--- src/rtl/uart_pkg.sv ---
// Shared UART definitions for the MMIO transmit path and the programmer receiver.
package uart_pkg;

    typedef enum logic [1:0] {
        IDLE,
        START,
        DATA,
        STOP
    } uart_tx_state_t;

    localparam int unsigned UART_DATA_BITS = 8;

endpackage

--- src/rtl/uart_mmio_tx_if.sv ---
// MMIO write port and software-visible status of the UART transmitter.
interface uart_mmio_tx_if;

    logic        mmio_wea;
    logic [31:0] mmio_dat;
    logic        tx;
    logic        mmio_read;
    logic        tx_ready;
    logic        tx_idle;
    logic        overflow;

    modport master (
        output mmio_wea,
        output mmio_dat,
        input  tx,
        input  mmio_read,
        input  tx_ready,
        input  tx_idle,
        input  overflow
    );

    modport slave (
        input  mmio_wea,
        input  mmio_dat,
        output tx,
        output mmio_read,
        output tx_ready,
        output tx_idle,
        output overflow
    );

endinterface

--- src/rtl/uart_tx_fifo.sv ---
// Synchronous FIFO; dout follows the read pointer combinationally.
module uart_tx_fifo #(
    parameter int unsigned DEPTH = 16,
    parameter int unsigned WIDTH = 8
) (
    input  logic                     clk,
    input  logic                     Rst,
    input  logic                     push,
    input  logic                     pop,
    input  logic [WIDTH-1:0]         din,
    output logic [WIDTH-1:0]         dout,
    output logic                     full,
    output logic                     empty,
    output logic [$clog2(DEPTH):0]   count
);

    localparam int unsigned AW = $clog2(DEPTH);
    localparam logic [AW:0] FULL_COUNT = (AW + 1)'(DEPTH);

    logic [WIDTH-1:0] mem_q [DEPTH];
    logic [AW-1:0]    wr_ptr_q, wr_ptr_d;
    logic [AW-1:0]    rd_ptr_q, rd_ptr_d;
    logic [AW:0]      count_q, count_d;
    logic             push_ok;
    logic             pop_ok;

    assign full    = (count_q == FULL_COUNT);
    assign empty   = (count_q == '0);
    assign count   = count_q;
    assign dout    = mem_q[rd_ptr_q];
    // A push while full is dropped even when a pop frees a slot this cycle.
    assign push_ok = push && !full;
    assign pop_ok  = pop && !empty;

    always_comb begin
        wr_ptr_d = wr_ptr_q;
        rd_ptr_d = rd_ptr_q;
        count_d  = count_q;
        if (push_ok) begin
            wr_ptr_d = wr_ptr_q + 1'b1;
        end
        if (pop_ok) begin
            rd_ptr_d = rd_ptr_q + 1'b1;
        end
        case ({push_ok, pop_ok})
            2'b10:   count_d = count_q + 1'b1;
            2'b01:   count_d = count_q - 1'b1;
            default: count_d = count_q;
        endcase
    end

    always_ff @(posedge clk) begin
        if (Rst) begin
            wr_ptr_q <= '0;
            rd_ptr_q <= '0;
            count_q  <= '0;
        end else begin
            wr_ptr_q <= wr_ptr_d;
            rd_ptr_q <= rd_ptr_d;
            count_q  <= count_d;
        end
    end

    always_ff @(posedge clk) begin
        if (push_ok) begin
            mem_q[wr_ptr_q] <= din;
        end
    end

endmodule

--- src/rtl/uart_mmio_tx.sv ---
// MMIO-to-UART transmitter: buffers byte writes in a FIFO and serialises them as 8N1 on tx.
module uart_mmio_tx #(
    parameter int unsigned CLKS_PER_BIT = 868,
    parameter int unsigned FIFO_DEPTH   = 16
) (
    input  logic           clk,
    input  logic           Rst,
    uart_mmio_tx_if.slave  bus
);

    import uart_pkg::*;

    localparam int unsigned CW = $clog2(FIFO_DEPTH) + 1;
    localparam logic [15:0] BAUD_LAST = 16'(CLKS_PER_BIT - 1);
    localparam logic [2:0]  BIT_LAST  = 3'(UART_DATA_BITS - 1);

    uart_tx_state_t state_q, state_d;
    logic [15:0]    baud_q, baud_d;
    logic [2:0]     bit_idx_q, bit_idx_d;
    logic [7:0]     shreg_q, shreg_d;
    logic           tx_q, tx_d;
    logic           overflow_q, overflow_d;

    logic           fifo_pop;
    logic           fifo_full;
    logic           fifo_empty;
    logic [7:0]     fifo_dout;
    logic [CW-1:0]  fifo_count;
    logic           baud_last;
    logic           unused_dat_hi;

    assign unused_dat_hi = ^bus.mmio_dat[31:8];

    uart_tx_fifo #(
        .DEPTH (FIFO_DEPTH),
        .WIDTH (8)
    ) u_fifo (
        .clk   (clk),
        .Rst   (Rst),
        .push  (bus.mmio_wea),
        .pop   (fifo_pop),
        .din   (bus.mmio_dat[7:0]),
        .dout  (fifo_dout),
        .full  (fifo_full),
        .empty (fifo_empty),
        .count (fifo_count)
    );

    assign baud_last = (baud_q == BAUD_LAST);

    always_comb begin
        state_d    = state_q;
        baud_d     = baud_q + 1'b1;
        bit_idx_d  = bit_idx_q;
        shreg_d    = shreg_q;
        fifo_pop   = 1'b0;
        overflow_d = overflow_q | (bus.mmio_wea & fifo_full);

        case (state_q)
            IDLE: begin
                baud_d = '0;
                if (!fifo_empty) begin
                    fifo_pop = 1'b1;
                    shreg_d  = fifo_dout;
                    state_d  = START;
                end
            end
            START: begin
                if (baud_last) begin
                    baud_d    = '0;
                    bit_idx_d = '0;
                    state_d   = DATA;
                end
            end
            DATA: begin
                if (baud_last) begin
                    baud_d = '0;
                    if (bit_idx_q == BIT_LAST) begin
                        state_d = STOP;
                    end else begin
                        shreg_d   = shreg_q >> 1;
                        bit_idx_d = bit_idx_q + 1'b1;
                    end
                end
            end
            STOP: begin
                if (baud_last) begin
                    baud_d = '0;
                    if (!fifo_empty) begin
                        fifo_pop = 1'b1;
                        shreg_d  = fifo_dout;
                        state_d  = START;
                    end else begin
                        state_d = IDLE;
                    end
                end
            end
            default: begin
                baud_d  = '0;
                state_d = IDLE;
            end
        endcase

        // tx is registered from the next state so the line changes on the same edge as the FSM.
        case (state_d)
            START:   tx_d = 1'b0;
            DATA:    tx_d = shreg_d[0];
            default: tx_d = 1'b1;
        endcase
    end

    always_ff @(posedge clk) begin
        if (Rst) begin
            state_q    <= IDLE;
            baud_q     <= '0;
            bit_idx_q  <= '0;
            shreg_q    <= '0;
            tx_q       <= 1'b1;
            overflow_q <= 1'b0;
        end else begin
            state_q    <= state_d;
            baud_q     <= baud_d;
            bit_idx_q  <= bit_idx_d;
            shreg_q    <= shreg_d;
            tx_q       <= tx_d;
            overflow_q <= overflow_d;
        end
    end

    assign bus.tx        = tx_q;
    assign bus.mmio_read = (state_q == STOP) && baud_last;
    assign bus.tx_ready  = !fifo_full;
    assign bus.tx_idle   = (fifo_count == '0) && (state_q == IDLE);
    assign bus.overflow  = overflow_q;

endmodule

--- src/flat_wrapper.sv ---
// flat-port wrapper written by rule: the top's interface ports become plain ports
module uart_mmio_tx_flat import uart_pkg::*;
#(
    parameter int unsigned CLKS_PER_BIT = 868,
    parameter int unsigned FIFO_DEPTH   = 16
)
  (clk, Rst, bus_mmio_wea, bus_mmio_dat, bus_tx, bus_mmio_read, bus_tx_ready, bus_tx_idle, bus_overflow);
  uart_mmio_tx_if bus_i ();
  input  logic clk;
  input  logic Rst;
  input wire logic [$bits(bus_i.mmio_wea)-1:0] bus_mmio_wea;
  input wire logic [$bits(bus_i.mmio_dat)-1:0] bus_mmio_dat;
  output wire logic [$bits(bus_i.tx)-1:0] bus_tx;
  output wire logic [$bits(bus_i.mmio_read)-1:0] bus_mmio_read;
  output wire logic [$bits(bus_i.tx_ready)-1:0] bus_tx_ready;
  output wire logic [$bits(bus_i.tx_idle)-1:0] bus_tx_idle;
  output wire logic [$bits(bus_i.overflow)-1:0] bus_overflow;
  assign bus_i.mmio_wea = bus_mmio_wea;
  assign bus_i.mmio_dat = bus_mmio_dat;
  assign bus_tx = bus_i.tx;
  assign bus_mmio_read = bus_i.mmio_read;
  assign bus_tx_ready = bus_i.tx_ready;
  assign bus_tx_idle = bus_i.tx_idle;
  assign bus_overflow = bus_i.overflow;
  uart_mmio_tx #(.CLKS_PER_BIT(CLKS_PER_BIT), .FIFO_DEPTH(FIFO_DEPTH)) u_core (.clk(clk), .Rst(Rst), .bus(bus_i));
endmodule
--- config.mk ---
export PLATFORM = sky130hd
export DESIGN_NAME = uart_mmio_tx_flat
export DESIGN_NICKNAME = d
export VERILOG_FILES = /design/src/rtl/uart_pkg.sv /design/src/rtl/uart_mmio_tx_if.sv /design/src/rtl/uart_tx_fifo.sv /design/src/rtl/uart_mmio_tx.sv /design/src/flat_wrapper.sv
export SDC_FILE = /design/constraint.sdc
export NUM_CORES = 1
export LEC_CHECK = 0
export BUFFER_PORTS_ARGS = -buffer_cell sky130_fd_sc_hd__buf_4
export CAP_MARGIN = 30
export CORE_AREA = 2 2 141 143
export CTS_CLUSTER_DIAMETER = 50
export CTS_CLUSTER_SIZE = 25
export DETAILED_ROUTE_END_ITERATION = 10
export DIE_AREA = 0 0 143 145
export GPL_TIMING_DRIVEN = 1
export SYNTH_ARGS = -nofsm -noshare
export SYNTH_HDL_FRONTEND = slang
export SYNTH_HIERARCHICAL = 1
export SYNTH_SLANG_ARGS = --single-unit
--- constraint.sdc ---
create_clock -name clk -period 9.5 [get_ports clk]
set_input_delay 0.475 -clock clk [delete_from_list [all_inputs] [get_ports clk]]
set_output_delay 0.475 -clock clk [all_outputs]
set_load 0.005 [all_outputs]
==> summary.txt <==
Status
  – Status: finished clean

Worst setup path
  – CP cell instances: ha_1 -> nor4b_1 -> a41oi_1 -> nor3_1 -> o21ai_4 -> inv_1 -> ha_1 -> xor2_1 -> ha_1 -> nand2_1 -> o21ai_0 -> nor3_1 -> nand4bb_1
  – Startpoint Class: flop
  – Critical path's largest stage delay: 0.65 ns
  – Critical path class: flop to flop
  – Crit. End Element: flop
  – Worst path slowest cell: nor3_1
  – Critical path arrival: around 4.3 ns
  – Most common cell on crit path: ha_1
  – Worst Path Required: 9.80 ns
  – Critical path fanouts, max: 12

Finish
  – P&R area growth vs syn: 12.4%
  – Final design utilization: 44.2%
  – Most common cell after layout, fill and taps aside: edfxtp_1
  – Fraction of final layout cells sized beyond drive strength 1: 17.5%
  – Final nets: 593
  – Diode count: 0
  – Commonest non-fill, non-tap cells in the layout: edfxtp_1 (128), nor2_1 (70), dfxtp_1 (46)
  – Post-Layout Cell Count: a little over 800

STA
  – Setup WS post-layout: approximately 5.5 ns
  – Slew Viols, Final: 0
  – Relative slew slack: 40.3%
  – Peak Freq: approximately 0.25 GHz
  – Final setup fails: 0
  – Setup tns final: 0 ns
  – Period utilization: 41.8%
  – Clk_skew: 0.0175 ns
  – Final Hold Fails: 0
  – Fin crit period: 3.98 ns
  – RSZ-0062 raised after global routing: false
  – Worst Tran Pin Value: 0.884 ns

Global routing
  – GRT Resource Usage Total: about 14%
  – First-pass GRT wire length: 22600 um
  – Number of global-route vias before repair: roughly 4300
  – Initial antenna violation count: 0
  – Pin count of the biggest net entering global routing: 36
  – Grt total ovfl: 0

Synthesis
  – Synth Instances: 530
  – Synth Cell Area: 7550 um2
  – Post-synthesis register bit count: 176
  – Mean Syn Cell Area: approximately 14 um2
  – EDFF count, synth: 128
  – Sequential area share after synthesis: between 60% and 70%
  – Ys flop type: edfxtp_1
  – YS warnings: 6
  – Synth unique cells: 64
  – Async set or reset register ratio after synthesis: 0%
  – Syn_nets: 581

Detailed routing
  – Antenna Nets Post-Route: 0
  – DRC violations left: 0
  – Routed vias/inst: 5.28
  – Routed wire per std cell: roughly 17 um
  – DR iter-0 viols: 241
  – Vias: 4327
  – Routed wire length: roughly 14000 um
  – Drt first pass iters: 4

CTS
  – Setup Fix Bufs, Post-CTS: 0
  – Worst-path clk slew: 0.07 ns
  – H-tree depth: 4
  – Root Buffer: clkbuf_16
  – Post-cts sizing count: 0
  – Clock buffer depth: 2
  – Num CTS Buffers: 17
  – CTS tree: built
  – Hold buffer count at cts: 0
  – Clock sinks: 176
  – Clock latency on the worst-skew pair: 0.42 ns

Place
  – PortBufs: 15
  – Gp weighted congestion: 0.758
  – Place WS: around 5.5 ns
  – Post-DP HPWL: 9130 um
  – Dpl cells: 788

Worst hold path
  – Class of the worst hold path: input port to flop

Power
  – Final Total Pwr: ~2.1 mW
  – PwrDens: 248 nW/um2
  – Static leakage: 2.89 nW
  – Worst VDD drop: ~0.17 mV

Die
  – Core Region: 19200 um2
  – Rows: 51
  – DIE AREA: a little over 20000 um2
  – I/O pins: 40
  – Starting Density: 39.3%
  – Die H: 145 um
  – Die W: about 140 um

Run
  – MaxCap Viol Count: 0
==> worst max-delay path: cells and delay by family, from the launching register on <==
| kind | cells | cell delay (ns) |
|---|---|---|
| buffers and inverters | 1 | 0.09 |
| flip-flops | 1 | 0.44 |
| adder cells (fa/ha/maj) | 3 | 0.95 |
| AND/OR/NAND/NOR | 5 | 1.27 |
| AO/OA/AOI/OAI | 3 | 0.92 |
| XOR/XNOR | 1 | 0.19 |
==> synthesized netlist by cell type, types with 2 or more instances <==
cell,count,area [um2]
nand3b_1,2,15.0
o22ai_1,2,12.5
nor4b_1,3,26.3
o21a_1,2,15.0
clkbuf_1,16,60.1
nor2_1,70,263
nand2_1,25,93.8
buf_6,2,22.5
buf_1,3,11.3
o21ai_0,4,20.0
and2_1,2,12.5
a21oi_1,6,30.0
dfxtp_1,48,961
buf_2,6,30.0
nor3_1,19,95.1
a21o_1,2,15.0
nand2b_1,6,37.5
or3_1,4,25.0
o2111ai_1,2,17.5
nor4_1,5,31.3
o21a_4,2,30.0
edfxtp_1,128,3840
inv_1,10,37.5
nand3_1,13,65.1
and3_1,5,31.3
xor2_1,15,131
or4_1,2,15.0
mux2i_1,11,110
nor2b_1,7,43.8
a211oi_1,7,52.6
mux4_2,32,721
a22oi_1,17,128
ha_1,16,200
xnor2_1,6,52.6
==> cell type report <==
| type | count | area [um2] |
|---|---|---|
| flip-flops and latches | 176 | 4810 |
| clock buffers | 17 | 425 |
| multi-input cells | 315 | 2570 |
| inverters | 11 | 41.3 |
| well taps | 265 | 332 |
| fillers | 1708 | 10700 |
| clock inverters | 14 | 148 |
| repair buffers | 21 | 158 |
==> per-stage QoR <==
step / hold slack (ns) / instance area (um2)
global placement: 0.445 / 7910
finish: 0.347 / 8490
floorplan: 0.430 / 7550
CTS: 0.330 / 8490
global route: 0.351 / 8490
detailed placement: 0.467 / 7910
==> cell families after synthesis <==
kind of cell | share of synthesized area [%]
AOI/OAI and AO/OA | 6.68
xor gates and xnor gates | 2.44
adders and majority gates | 2.65
buffers and inverters | 2.29
DFF | 63.6
muxes | 11.0
and+or+nand+nor | 11.3
==> flip-flops by register name, summed over array words and instances, names as in the netlist, named ones only <==
signal,cells
u_core/bus.tx,1
u_core/u_fifo/wr_ptr_q,4
u_core/baud_q,16
u_core/state_q,2
u_core/u_fifo/mem_q,128
u_core/u_fifo/rd_ptr_q,4
u_core/bit_idx_q,3
u_core/shreg_q,8
u_core/u_fifo/count,5
u_core/bus.overflow,1
==> path summary, 6_finish.rpt <==
check                                from                             endpoint  slack, ns  cells after the start
min reg2reg   u_core/baud_q[0]$_SDFF_PP0_          u_core/baud_q[0]$_SDFF_PP0_       0.48                      1
min                       bus_mmio_dat[3]  u_core/u_fifo/mem_q[6][3]$_DFFE_PP_       0.35                      1
max reg2reg  u_core/state_q[0]$_SDFF_PP0_  u_core/u_fifo/count[4]$_SDFFE_PP0P_       5.52                     13
max          u_core/state_q[0]$_SDFF_PP0_  u_core/u_fifo/count[4]$_SDFFE_PP0P_       5.52                     13
==> routing by layer <==
| metal | global-route usage, % | share of wire (%) | up-vias |
|---|---|---|---|
| met5 | 0 | 0 | - |
| met4 | 4.01 | 1.1 | 0 |
| met3 | 3.17 | 2.0 | 10 |
| met2 | 23.0 | 51 | 41 |
| met1 | 18.8 | 46 | 2230 |
| li1 | - | - | 2046 |
==> power by group <==
group	switching, mW	internal [mW]	total (mW)
combinational	0.267	0.235	0.502
sequential	0.0474	0.874	0.922
clock	0.308	0.370	0.678
(Power assumes the default switching activity.)
